$ cat config.mk
export PLATFORM = sky130hd
export DESIGN_NAME = dac_frame_scheduler_flat
export DESIGN_NICKNAME = d
export VERILOG_FILES = /design/src/rtl/dac_frame_if.sv /design/src/rtl/dac_frame_scheduler.sv /design/src/flat_wrapper.sv
export SDC_FILE = /design/constraint.sdc
export NUM_CORES = 1
export LEC_CHECK = 0
export BUFFER_PORTS_ARGS = -buffer_cell sky130_fd_sc_hd__buf_2
export CORE_UTILIZATION = 45
export DETAILED_ROUTE_END_ITERATION = 10
export PLACE_DENSITY = 0.75
export SETUP_SLACK_MARGIN = 0.02
export SYNTH_ARGS = -nofsm -noshare
export SYNTH_HDL_FRONTEND = slang
export SYNTH_SLANG_ARGS = --single-unit
$ cat constraint.sdc
create_clock -name clk -period 2.3 [get_ports clk]
set_input_delay 0.46 -clock clk [delete_from_list [all_inputs] [get_ports clk]]
set_output_delay 0.46 -clock clk [all_outputs]
set_load 0.02 [all_outputs]
$ cat src/rtl/dac_frame_if.sv
// Handshake bundle between dac_frame_scheduler, its two sample sources and the SPI DAC driver.
// master = scheduler side; slave = sources plus driver side.
interface dac_frame_if #(
    parameter int DATA_W = 12
);
    logic [DATA_W-1:0] a_data;
    logic              a_valid;
    logic              a_ready;
    logic [DATA_W-1:0] b_data;
    logic              b_valid;
    logic              b_ready;
    logic              drv_go;
    logic              drv_sel;
    logic [DATA_W-1:0] drv_data;
    logic              drv_ready;

    modport master (
        input  a_data, a_valid, b_data, b_valid, drv_ready,
        output a_ready, b_ready, drv_go, drv_sel, drv_data
    );

    modport slave (
        output a_data, a_valid, b_data, b_valid, drv_ready,
        input  a_ready, b_ready, drv_go, drv_sel, drv_data
    );
endinterface

$ cat src/rtl/dac_frame_scheduler.sv
// Fixed-rate frame sequencer: per tick captures one word from A and B, then drives the DAC driver A then B.
// Optional DAC_HOLD_LAST_EN: underrun fill repeats the channel's last word instead of mid-scale.
module dac_frame_scheduler #(
    parameter int CLK_DIV = 2500,
    parameter int DATA_W  = 12
) (
    input  logic        clk,
    input  logic        rst,
    input  logic        enable,
    input  logic        clear_flags,
    dac_frame_if.master bus,
    output logic        busy,
    output logic [1:0]  underrun,
    output logic        overrun
);
    localparam logic [15:0] TC = 16'(CLK_DIV - 1);

    typedef enum logic [2:0] {
        S_IDLE, S_CAP, S_GO_A, S_WAIT_A, S_GO_B, S_WAIT_B
    } state_t;

    state_t              r_state, w_next;
    logic [15:0]         r_cnt;
    logic                r_tick;
    logic                w_tick;
    logic                r_a_ready, r_b_ready;
    logic [DATA_W-1:0]   r_shadow_a, r_shadow_b;
    logic [DATA_W-1:0]   w_fill_a, w_fill_b;
    logic [DATA_W-1:0]   w_cap_a, w_cap_b;
    logic                r_drv_go, w_go;
    logic                r_drv_sel, w_sel;
    logic [DATA_W-1:0]   r_drv_data, w_data;
    logic [1:0]          r_underrun, w_ur_set;
    logic                r_overrun;

    // Registered tick so the first one lands exactly CLK_DIV cycles after enable rises.
    always_ff @(posedge clk or posedge rst) begin
        if (rst) begin
            r_cnt  <= '0;
            r_tick <= 1'b0;
        end else if (!enable) begin
            r_cnt  <= '0;
            r_tick <= 1'b0;
        end else begin
            r_tick <= (r_cnt == TC);
            r_cnt  <= (r_cnt == TC) ? 16'd0 : r_cnt + 16'd1;
        end
    end

    assign w_tick = r_tick & enable;

`ifdef DAC_HOLD_LAST_EN
    assign w_fill_a = r_shadow_a;
    assign w_fill_b = r_shadow_b;
`else
    localparam logic [DATA_W-1:0] MID = {1'b1, {(DATA_W-1){1'b0}}};
    assign w_fill_a = MID;
    assign w_fill_b = MID;
`endif

    // Ready pulses are decided on the tick cycle, so in CAP they mark the words being taken.
    assign w_cap_a  = r_a_ready ? bus.a_data : w_fill_a;
    assign w_cap_b  = r_b_ready ? bus.b_data : w_fill_b;
    assign w_ur_set = (r_state == S_CAP) ? {~r_b_ready, ~r_a_ready} : 2'b00;

    always_ff @(posedge clk or posedge rst) begin
        if (rst) r_state <= S_IDLE;
        else     r_state <= w_next;
    end

    // The go pulse is high exactly in the first WAIT cycle, so it doubles as the blanking marker.
    always_comb begin
        w_next = r_state;
        w_go   = 1'b0;
        w_sel  = r_drv_sel;
        w_data = r_drv_data;
        case (r_state)
            S_IDLE:   if (w_tick) w_next = S_CAP;
            S_CAP: begin
                if (bus.drv_ready) begin
                    w_next = S_WAIT_A;
                    w_go   = 1'b1;
                    w_sel  = 1'b0;
                    w_data = w_cap_a;
                end else begin
                    w_next = S_GO_A;
                end
            end
            S_GO_A: begin
                if (bus.drv_ready) begin
                    w_next = S_WAIT_A;
                    w_go   = 1'b1;
                    w_sel  = 1'b0;
                    w_data = r_shadow_a;
                end
            end
            S_WAIT_A: if (!r_drv_go && bus.drv_ready) w_next = S_GO_B;
            S_GO_B: begin
                if (bus.drv_ready) begin
                    w_next = S_WAIT_B;
                    w_go   = 1'b1;
                    w_sel  = 1'b1;
                    w_data = r_shadow_b;
                end
            end
            S_WAIT_B: if (!r_drv_go && bus.drv_ready) w_next = S_IDLE;
            default:  w_next = S_IDLE;
        endcase
    end

    always_ff @(posedge clk or posedge rst) begin
        if (rst) begin
            r_drv_go   <= 1'b0;
            r_drv_sel  <= 1'b0;
            r_drv_data <= '0;
            r_a_ready  <= 1'b0;
            r_b_ready  <= 1'b0;
            r_shadow_a <= '0;
            r_shadow_b <= '0;
            r_underrun <= 2'b00;
            r_overrun  <= 1'b0;
        end else begin
            r_drv_go   <= w_go;
            r_drv_sel  <= w_sel;
            r_drv_data <= w_data;
            r_a_ready  <= (r_state == S_IDLE) && w_tick && bus.a_valid;
            r_b_ready  <= (r_state == S_IDLE) && w_tick && bus.b_valid;
            if (r_state == S_CAP) begin
                r_shadow_a <= w_cap_a;
                r_shadow_b <= w_cap_b;
            end
            // Sets win over a simultaneous clear.
            r_underrun <= (clear_flags ? 2'b00 : r_underrun) | w_ur_set;
            r_overrun  <= (clear_flags ? 1'b0 : r_overrun) | (w_tick && (r_state != S_IDLE));
        end
    end

    assign bus.drv_go   = r_drv_go;
    assign bus.drv_sel  = r_drv_sel;
    assign bus.drv_data = r_drv_data;
    assign bus.a_ready  = r_a_ready;
    assign bus.b_ready  = r_b_ready;
    assign busy         = (r_state != S_IDLE);
    assign underrun     = r_underrun;
    assign overrun      = r_overrun;
endmodule

$ cat src/flat_wrapper.sv
// flat-port wrapper written by rule: the top's interface ports become plain ports
module dac_frame_scheduler_flat 
#(
    parameter int CLK_DIV = 2500,
    parameter int DATA_W  = 12
)
  (clk, rst, enable, clear_flags, busy, underrun, overrun, bus_a_data, bus_a_valid, bus_b_data, bus_b_valid, bus_drv_ready, bus_a_ready, bus_b_ready, bus_drv_go, bus_drv_sel, bus_drv_data);
  dac_frame_if #(.DATA_W(DATA_W)) bus_i ();
  input  logic clk;
  input  logic rst;
  input  logic enable;
  input  logic clear_flags;
  output logic busy;
  output logic [1:0] underrun;
  output logic overrun;
  input wire logic [$bits(bus_i.a_data)-1:0] bus_a_data;
  input wire logic [$bits(bus_i.a_valid)-1:0] bus_a_valid;
  input wire logic [$bits(bus_i.b_data)-1:0] bus_b_data;
  input wire logic [$bits(bus_i.b_valid)-1:0] bus_b_valid;
  input wire logic [$bits(bus_i.drv_ready)-1:0] bus_drv_ready;
  output wire logic [$bits(bus_i.a_ready)-1:0] bus_a_ready;
  output wire logic [$bits(bus_i.b_ready)-1:0] bus_b_ready;
  output wire logic [$bits(bus_i.drv_go)-1:0] bus_drv_go;
  output wire logic [$bits(bus_i.drv_sel)-1:0] bus_drv_sel;
  output wire logic [$bits(bus_i.drv_data)-1:0] bus_drv_data;
  assign bus_i.a_data = bus_a_data;
  assign bus_i.a_valid = bus_a_valid;
  assign bus_i.b_data = bus_b_data;
  assign bus_i.b_valid = bus_b_valid;
  assign bus_i.drv_ready = bus_drv_ready;
  assign bus_a_ready = bus_i.a_ready;
  assign bus_b_ready = bus_i.b_ready;
  assign bus_drv_go = bus_i.drv_go;
  assign bus_drv_sel = bus_i.drv_sel;
  assign bus_drv_data = bus_i.drv_data;
  dac_frame_scheduler #(.CLK_DIV(CLK_DIV), .DATA_W(DATA_W)) u_core (.clk(clk), .rst(rst), .enable(enable), .clear_flags(clear_flags), .bus(bus_i), .busy(busy), .underrun(underrun), .overrun(overrun));
endmodule
# Yosys cells after proc, flatten, opt, wreduce, memory -nomap -nowiden
# Cells that the tools add are included.
# op_classes
addsub	1
mul	0
div_mod_pow	0
magnitude_cmp	0
eq_ne	13
n_shift	0
mux	24
bitwise	5
n_reduce_logical	15
# op_table
operator	count
two-way mux 12 bit	5
one-hot mux 12 bit (3 select lines)	1
two-way mux 16 bit	2
one-hot mux 3 bit (6 select lines)	1
adder 16 x 1 -> 16 bit (second input constant)	1
== test 16 x 12 -> 1 bit (second input constant)	1
two-way mux 3 bit	5
inequality test 2 x 1 -> 1 bit (second input constant)	4
two-way mux 1 bit	7
== test 3 x 2 -> 1 bit (second input constant)	2
== test 3 bit (second input constant)	2
inequality test 2 bit (second input constant)	3
nonzero test 3 bit	2
logical AND 1 bit	5
AND reduction 5 bit	1
two-way mux 2 bit	2
AND reduction 4 bit	1
== test 3 x 1 -> 1 bit (second input constant)	1
zero test 3 bit	1
AND reduction 3 bit	1
OR reduction 3 bit	1
NOT 1 bit	2
OR 2 bit	1
one-hot mux 1 bit (2 select lines)	1
other kinds (5)	5
# word_totals
register_bits	63
latch_bits	0
mem_bits_rw	0
rom_bits	0
inputBits	31
out_inout_bits	20
word_cells	70
memories	0

# Depth between registers and ports, before layout
# Gate-level depths: netlist of run 1.
# logic_depth
word_depth	4
ltp_mapped	7
depth_no_buf	5

# Least setup slack after synthesis of run 1
# Ideal clock, no wire load.
# synth_path
kind	reg-to-reg
startpoint	register u_core.r_state[1]
endpoint	register u_core.r_drv_data[0], in the netlist u_core.bus.drv_data[0]
setup_ns	0.125
arrival_time_ns	1.532
t_required_ns	2.175
path_slack_ns	0.643
stages_incl_launch_ff	7
n_path_buf	2
period_less_slack_ns	1.657
cell_sequence	dfrtp_1 -> buf_6 -> nor2b_2 -> o21ba_4 -> o21ai_4 -> buf_6 -> mux2_4
# synth_via
elab_chain_cells	3
word_cells_on_any_way	9
classes_between	eq/ne: 6; mux: 1; reduce/logical: 2
# synth_lines
element	line_no	text
start: declaration	dac_frame_scheduler.sv:22	state_t r_state, w_next;
start signal: assignment	dac_frame_scheduler.sv:68	else r_state <= w_next;
== test 3 x 1 -> 1 bit (tied with other cells)	dac_frame_scheduler.sv:77	case (r_state)
inequality test 2 bit (no source line) / nonzero test 3 bit (equally long branches)	n/a	
AND reduction 4 bit (no source line)	n/a	
end signal: assignment	dac_frame_scheduler.sv:125	r_drv_data <= w_data;
end: declaration	dac_frame_scheduler.sv:32	logic [DATA_W-1:0] r_drv_data, w_data;
# Parallel ways exist; a longest one is shown, timed or not.
# A chain may end at the register's enable or synchronous reset.

# Worst setup path after layout of run 1
# layout_path
startpoint	register u_core.r_state[1]
endpoint	register u_core.r_drv_data[8], in the netlist u_core.bus.drv_data[8]
# The elaborated chain is that of the path after synthesis.

==> run_results.csv, run 1 <==
group,metric,value,unit
run_status,outcome,"completed",
yosys,post_synth.cell_area_avg,10.2,sq um
clock_network,path_clk_slew,0.07,ns
drt,detailroute.via_count,2257,
timing,skew,0.00676,ns
pwr,reported_leakage_power,0.00160,uW
die,floorplan.die.width,82.4,um
yosys,synth_area,0.00291,sq mm
global_route,grt_max_degree,39,
drt,route.detailed.wl_per_inst,15.1,um
global_route,grt_antenna_before_repair,0,
drt,drt_first_iter_violations,97,
drt,drt-vias-per-instance,5.45,
timing,min_setup_slack_post_route,0.127,ns
layout,mostFrequentLayoutCells,"63 x sky130_fd_sc_hd__dfrtp_1, 53 x sky130_fd_sc_hd__nand2_1, 50 x sky130_fd_sc_hd__buf_2",
timing,final.period_utilization,94.5,%
worst_setup_path,worst-r2r-cell-count,5,
place,dp_slack,0.168,ns
die,start_util,47.9,%
clock_network,cts-htree-levels,3,
pwr,combPwrFrac,25.5,%
clock_network,tritoncts,"done",
worst_setup_path,r2r-end,"u_core.bus.drv_data[8]",
yosys,ff_latch_count_synth,63,
layout,antennaDiodeCount,0,
die,row_count,28,
pwr,seq_power_share,40.4,%
clock_network,cts_hold_repair.buffers,0,
worst_setup_path,critPathMaxFanout,14,
worst_setup_path,critPathRequiredTime,2.53,ns
pwr,p_sw,1060,uW
place,port_buffers,50,
worst_setup_path,critPathCaptureType,"flip-flop",
worst_setup_path,worstReg2RegStart,"u_core.r_state[1]",
yosys,synth_nets,316,
worst_setup_path,crit_path_start,"u_core.r_state[1]",
clock_network,post_cts_resized,0,
worst_setup_path,reg2reg_setup_slack,0.13,ns
clock_network,tritoncts.num_buffers,9,
die,core-area,0.00606,sq mm
clock_network,clock-sinks,63,
clock_network,buffer_depth_of_the_longest_clock_path,2,
yosys,ys_types,41,
timing,whs,0.167,ns
worst_setup_path,path_type_of_the_worst_setup_path,"flip-flop to flip-flop",
drt,detailedRoute.firstPassIterationCount,4,
worst_setup_path,worst_ep_arrival_time,2.40,ns
layout,finish.net_count,367,
global_route,grt_first_pass_wirelength,10.3,mm
place,gpl.final_weighted_congestion,0.931,
pwr,ir_drop,0.000613,V
layout,post_route_cells_drive_above_1_share,26.0,%
die,boundaryPins,51,
global_route,grt_overflow_total,0,
place,dp.final_hpwl,4.34,mm
layout,num-fill-cells,529,
pwr,pwr_density_cell,937,mW/mm^2
timing,worst-slew-pin-transition,0.605,ns
yosys,asyncSetResetFlopFracSynth,100,%
pwr,p_clk_share,34.1,%
die,die_height,82.4,um
yosys,yosysWarningCount,0,
clock_network,cts_setup_buffers,0,
timing,final.min_clock_period,2.17,ns
layout,mostFrequentLayoutCell,"sky130_fd_sc_hd__dfrtp_1",
worst_setup_path,startpoint_type,"flip-flop",
drt,drtAntennaViolNets,0,
timing,clock.fmax,460,MHz
drt,drcViolationCount,0,
layout,post-route-util,57.0,%
flow_run,maxCapViolations,0,
worst_hold_path,worst_hold_path_type,"input port to asynchronous set/reset pin",
timing,max-slew-margin-rel,59.5,%
global_route,global_route_usage_sum,21.3,%
timing,rsz0062_at_grt,"false",
layout,area_growth,18.9,%
timing,report.final.hold_viol_count,0,
yosys,synth-edff-count,0,
drt,wirelength,6.24,mm
yosys,synth_seq_area_share,54.3,%
timing,final_max_slew_viol_count,0,
pwr,cellInternalPower,2180,uW
global_route,grt_pass1_vias,2227,
die,design.die.area,0.00678,sq mm
pwr,switching_share,32.8,%
yosys,syn_inst,284,
timing,setup_tns,0,ns
timing,final-setup-viol-count,0,
clock_network,clock_tree.root_cell,"sky130_fd_sc_hd__clkbuf_8",
clock_network,insertion_delay,0.34,ns
yosys,yosys_most_used_dff,"sky130_fd_sc_hd__dfrtp_1",
[cell families after synthesis]
kind of cell	Yosys count	share of synthesized area, %
xor+xnor	14	4.22
fa+ha+maj	2	0.775
flops	63	54.3
simple gates	112	18.0
buf+inv	22	3.66
compound gates	58	12.9
mux	13	6.20
[how the worst max path moves through the flow]
stage / end / slack, ns / depth (start not counted)
finish: u_core.bus.drv_data[8] / 0.13 / 5
global route: u_core.bus.drv_data[2] / 0.04 / 5
CTS: u_core.bus.drv_data[8] / 0.14 / 5
detailed placement: u_core.bus.drv_data[3] / 0.17 / 5
global placement: u_core.bus.drv_data[4] / 0.25 / 5
floorplan: u_core.bus.a_ready / 0.27 / 1
[through the flow]
step,instance area (sq um),instances,total power [uW]
final,3450,414,3240
after global routing,3450,414,3410
after CTS,3450,414,3260
after detailed placement,3220,399,2150
after global placement,3220,399,2120
after floorplan,2910,284,1950
[layer usage]
layer	vias up	global-route usage [%]	part of all wire, %
met2	60	35.4	49
li1	1101	-	-
met5	-	0	0
met4	0	7.72	1.3
met3	12	9.12	5.8
met1	1084	24.3	43
[worst max-delay path: stages (launching register included)]
cell and delay (ns):
sky130_fd_sc_hd__dfrtp_1 0.51, sky130_fd_sc_hd__nor2b_2 0.59, sky130_fd_sc_hd__o21ba_4 0.33, sky130_fd_sc_hd__o21ai_4 0.11, sky130_fd_sc_hd__buf_4 0.21, sky130_fd_sc_hd__mux2_4 0.31
[state kept, by name, summed over array words and instances, names as in the netlist]
signal	cells
u_core.bus.drv_data	12
u_core.r_cnt	16
u_core.r_shadow_a	12
u_core.bus.drv_go	1
u_core.r_shadow_b	12
u_core.bus.b_ready	1
u_core.bus.drv_sel	1
u_core.underrun	2
u_core.overrun	1
u_core.r_tick	1
u_core.bus.a_ready	1
u_core.r_state	3
[layout make-up]
type	instances	area [sq um]	area share (%)
clock buffers	12	165	4.78
clock inverters	3	65.1	1.88
inverters	6	22.5	0.652
multi-input cells	199	1220	35.4
flip-flops and latches	63	1580	45.7
well taps	75	93.8	2.72
repair buffers	56	308	8.91
[synth_stat cells (2+ instances only)]
cell type	instances	share of area (%)
sky130_fd_sc_hd__a21oi_1	3	0.52
sky130_fd_sc_hd__a22oi_1	12	3.1
sky130_fd_sc_hd__and2_1	4	0.86
sky130_fd_sc_hd__and4_1	2	0.60
sky130_fd_sc_hd__buf_2	6	1.0
sky130_fd_sc_hd__buf_6	2	0.78
sky130_fd_sc_hd__clkbuf_1	6	0.78
sky130_fd_sc_hd__dfrtp_1	63	54
sky130_fd_sc_hd__inv_1	5	0.65
sky130_fd_sc_hd__mux2_1	2	0.78
sky130_fd_sc_hd__mux2_2	2	0.78
sky130_fd_sc_hd__mux2_4	9	4.7
sky130_fd_sc_hd__nand2_1	53	6.8
sky130_fd_sc_hd__nand3_1	6	1.0
sky130_fd_sc_hd__nand3b_1	2	0.52
sky130_fd_sc_hd__nand4_1	6	1.3
sky130_fd_sc_hd__nor2_1	23	3.0
sky130_fd_sc_hd__nor3_1	2	0.34
sky130_fd_sc_hd__nor3b_1	2	0.52
sky130_fd_sc_hd__nor4_1	6	1.3
sky130_fd_sc_hd__o21ai_0	24	4.1
sky130_fd_sc_hd__o22ai_1	12	2.6
sky130_fd_sc_hd__o2bb2ai_1	2	0.60
sky130_fd_sc_hd__xnor2_1	8	2.4
sky130_fd_sc_hd__xor2_1	6	1.8
[power groups by stage]
stage	Combinational [uW]	Clock (uW)	Sequential (uW)
after CTS	837	1120	1300
after detailed placement	826	0	1320
final	825	1100	1310
after global routing	904	1180	1320
after floorplan	642	0	1310
after global placement	799	0	1320
Note: power is estimated with default switching activity, not from simulation.
==> run 2, diff against run 1 <==
==> constraint.sdc (replaced) <==
create_clock -name clk -period 2.4 [get_ports clk]
set_input_delay 0.48 -clock clk [delete_from_list [all_inputs] [get_ports clk]]
set_output_delay 0.48 -clock clk [all_outputs]
set_load 0.02 [all_outputs]
==> run_results.csv, run 2 (synthesis gave the netlist of run 1 again) <==
group,metric,value,unit
pwr,combPwrFrac,27.9,%
worst_setup_path,critPathRequiredTime,2.63,ns
place,detailed_place.area,0.00322,sq mm
timing,final-setup-viol-count,0,
drt,detailroute.via_count,2210,
layout,area_growth,15.9,%
run_status,outcome,"completed",
clock_network,clock_tree.root_cell,"sky130_fd_sc_hd__clkbuf_8",
timing,rsz0062_at_grt,"false",
global_route,grt_first_pass_wirelength,10.1,mm
worst_setup_path,critPathCaptureType,"flip-flop",
timing,skew,0.00532,ns
global_route,grt_antenna_before_repair,0,
clock_network,path_clk_slew,0.06,ns
timing,final.period_utilization,86.9,%
die,floorplan.die.width,82.4,um
layout,finish.net_count,366,
timing,final.min_clock_period,2.09,ns
drt,wirelength,6.07,mm
die,design.die.area,0.00678,sq mm
worst_setup_path,wp_buf_inv,0,
pwr,ir_drop,0.000495,V
pwr,cellInternalPower,1800,uW
drt,drt-vias-per-instance,5.38,
clock_network,post_cts_resized,0,
timing,setup_tns,0,ns
worst_setup_path,worst-r2r-cell-count,4,
pwr,switching_share,35.3,%
pwr,pwr_density_cell,824,mW/mm^2
place,dp.final_hpwl,4.28,mm
worst_setup_path,worst_ep_arrival_time,2.31,ns
timing,report.final.hold_viol_count,0,
clock_network,buffer_depth_of_the_longest_clock_path,2,
worst_setup_path,cp_top_family,"simple AND/OR/NAND/NOR gates",
layout,mostFrequentLayoutCells,"63 x sky130_fd_sc_hd__dfrtp_1, 53 x sky130_fd_sc_hd__nand2_1, 50 x sky130_fd_sc_hd__buf_2",
place,port_buffers,50,
layout,final_cell_count_no_fill,411,
timing,max-slew-margin-rel,60.4,%
pwr,p_sw,979,uW
worst_setup_path,worst_path_max_delay_cell,"sky130_fd_sc_hd__nor2b_2",
timing,final_max_slew_viol_count,0,
timing,clock.fmax,479,MHz
worst_setup_path,worst_path_largest_cell_delay,0.58,ns
die,row_count,28,
layout,antennaDiodeCount,0,
clock_network,cts_setup_buffers,0,
worst_setup_path,reg2reg_setup_slack,0.31,ns
global_route,grt_pass1_vias,2118,
worst_setup_path,path_type_of_the_worst_setup_path,"flip-flop to flip-flop",
worst_hold_path,worst_hold_path_type,"input port to asynchronous set/reset pin",
pwr,totalPowerFinal,2770,uW
layout,mostFrequentLayoutCell,"sky130_fd_sc_hd__dfrtp_1",
layout,postLayoutCellArea,0.00337,sq mm
clock_network,tritoncts,"done",
die,boundaryPins,51,
place,numPlacedInstances,398,
layout,max_flop_register,"u_core.r_cnt",
global_route,grt_max_degree,41,
timing,worst-slew-pin-transition,0.592,ns
drt,drtAntennaViolNets,0,
die,core-area,0.00606,sq mm
die,start_util,47.9,%
clock_network,clock-sinks,63,
worst_setup_path,worstReg2RegStart,"u_core.r_state[1]",
place,gpl.final_weighted_congestion,0.846,
clock_network,cts-htree-levels,3,
worst_setup_path,startpoint_type,"flip-flop",
global_route,grt_overflow_total,0,
flow_run,maxCapViolations,0,
timing,whs,0.172,ns
layout,largest_register_ff_count,16,
pwr,p_clk_share,27.1,%
global_route,global_route_usage_sum,20.8,%
clock_network,tritoncts.num_buffers,9,
pwr,seq_power_share,45.0,%
worst_setup_path,r2r-end,"u_core.bus.drv_data[10]",
clock_network,insertion_delay,0.34,ns
drt,detailedRoute.firstPassIterationCount,4,
layout,post_route_cells_drive_above_1_share,25.0,%
worst_setup_path,critPathMaxFanout,14,
clock_network,cts_hold_repair.buffers,0,
pwr,reported_leakage_power,0.00156,uW
drt,drcViolationCount,0,
drt,drt_first_iter_violations,104,
worst_setup_path,path_cells,"nor2b_2, o21ba_4, o21ai_4, mux2_1",
drt,route.detailed.wl_per_inst,14.8,um
worst_setup_path,crit_cells,4,
die,die_height,82.4,um
==> run 2: changes by cell type in the layout (fill, tap and decap cells not counted) <==
| cell | delta |
|---|---|
| sky130_fd_sc_hd__buf_4 | -1 |
| sky130_fd_sc_hd__bufinv_16 | -2 |
| sky130_fd_sc_hd__clkbuf_1 | +1 |
| sky130_fd_sc_hd__clkbuf_8 | -2 |
| sky130_fd_sc_hd__clkinv_2 | +1 |
==> run 2: area by class of cell <==
cell class	count	area, sq um
inverters	6	22.5
multi-input cells	199	1220
well taps	75	93.8
fillers	537	2690
repair buffers	55	300
clock buffers	11	141
flip-flops and latches	63	1580
clock inverters	2	10.0
==> run 2: power by group through the flow <==
stage | Combinational [uW] | Clock, uW | Sequential, uW
after global placement | 760 | 0 | 1260
after detailed placement | 773 | 0 | 1270
final | 774 | 751 | 1250
after CTS | 777 | 781 | 1250
after floorplan | 615 | 0 | 1250
after global routing | 855 | 824 | 1260
==> run 2: how the worst max path moves through the flow <==
| stage | from | end | slack (ns) |
|---|---|---|---|
| final | u_core.r_state[1] | u_core.bus.drv_data[10] | 0.31 |
| after CTS | u_core.r_state[1] | u_core.bus.drv_data[10] | 0.32 |
| after floorplan | rst | u_core.bus.a_ready | 0.35 |
| after global routing | u_core.r_state[1] | u_core.bus.drv_data[10] | 0.18 |
| after global placement | u_core.r_state[1] | u_core.bus.drv_data[9] | 0.40 |
| after detailed placement | u_core.r_state[1] | u_core.bus.drv_data[9] | 0.34 |
==> run 2: worst register-to-register path, cell delays in order, from the launching register on <==
cell                      delay [ns]
sky130_fd_sc_hd__dfrtp_1        0.51
sky130_fd_sc_hd__nor2b_2        0.58
sky130_fd_sc_hd__o21ba_4        0.33
sky130_fd_sc_hd__o21ai_4        0.20
sky130_fd_sc_hd__mux2_1         0.36
==> run 2: per-stage QoR <==
step | worst slack (ns) | util (%)
after floorplan | 0.350 | -
after global placement | 0.402 | 53.1
after detailed placement | 0.342 | 53.1
after CTS | 0.321 | 55.6
after global routing | 0.178 | 55.6
final | 0.314 | 55.6
==> run 2: layer usage <==
layer | GRT usage [%] | vias up | share of wire (%)
met5 | 0 | - | 0
met4 | 7.02 | 0 | 1.2
met3 | 7.03 | 8 | 5.1
met2 | 34.0 | 53 | 49
met1 | 25.6 | 1061 | 45
li1 | - | 1088 | -
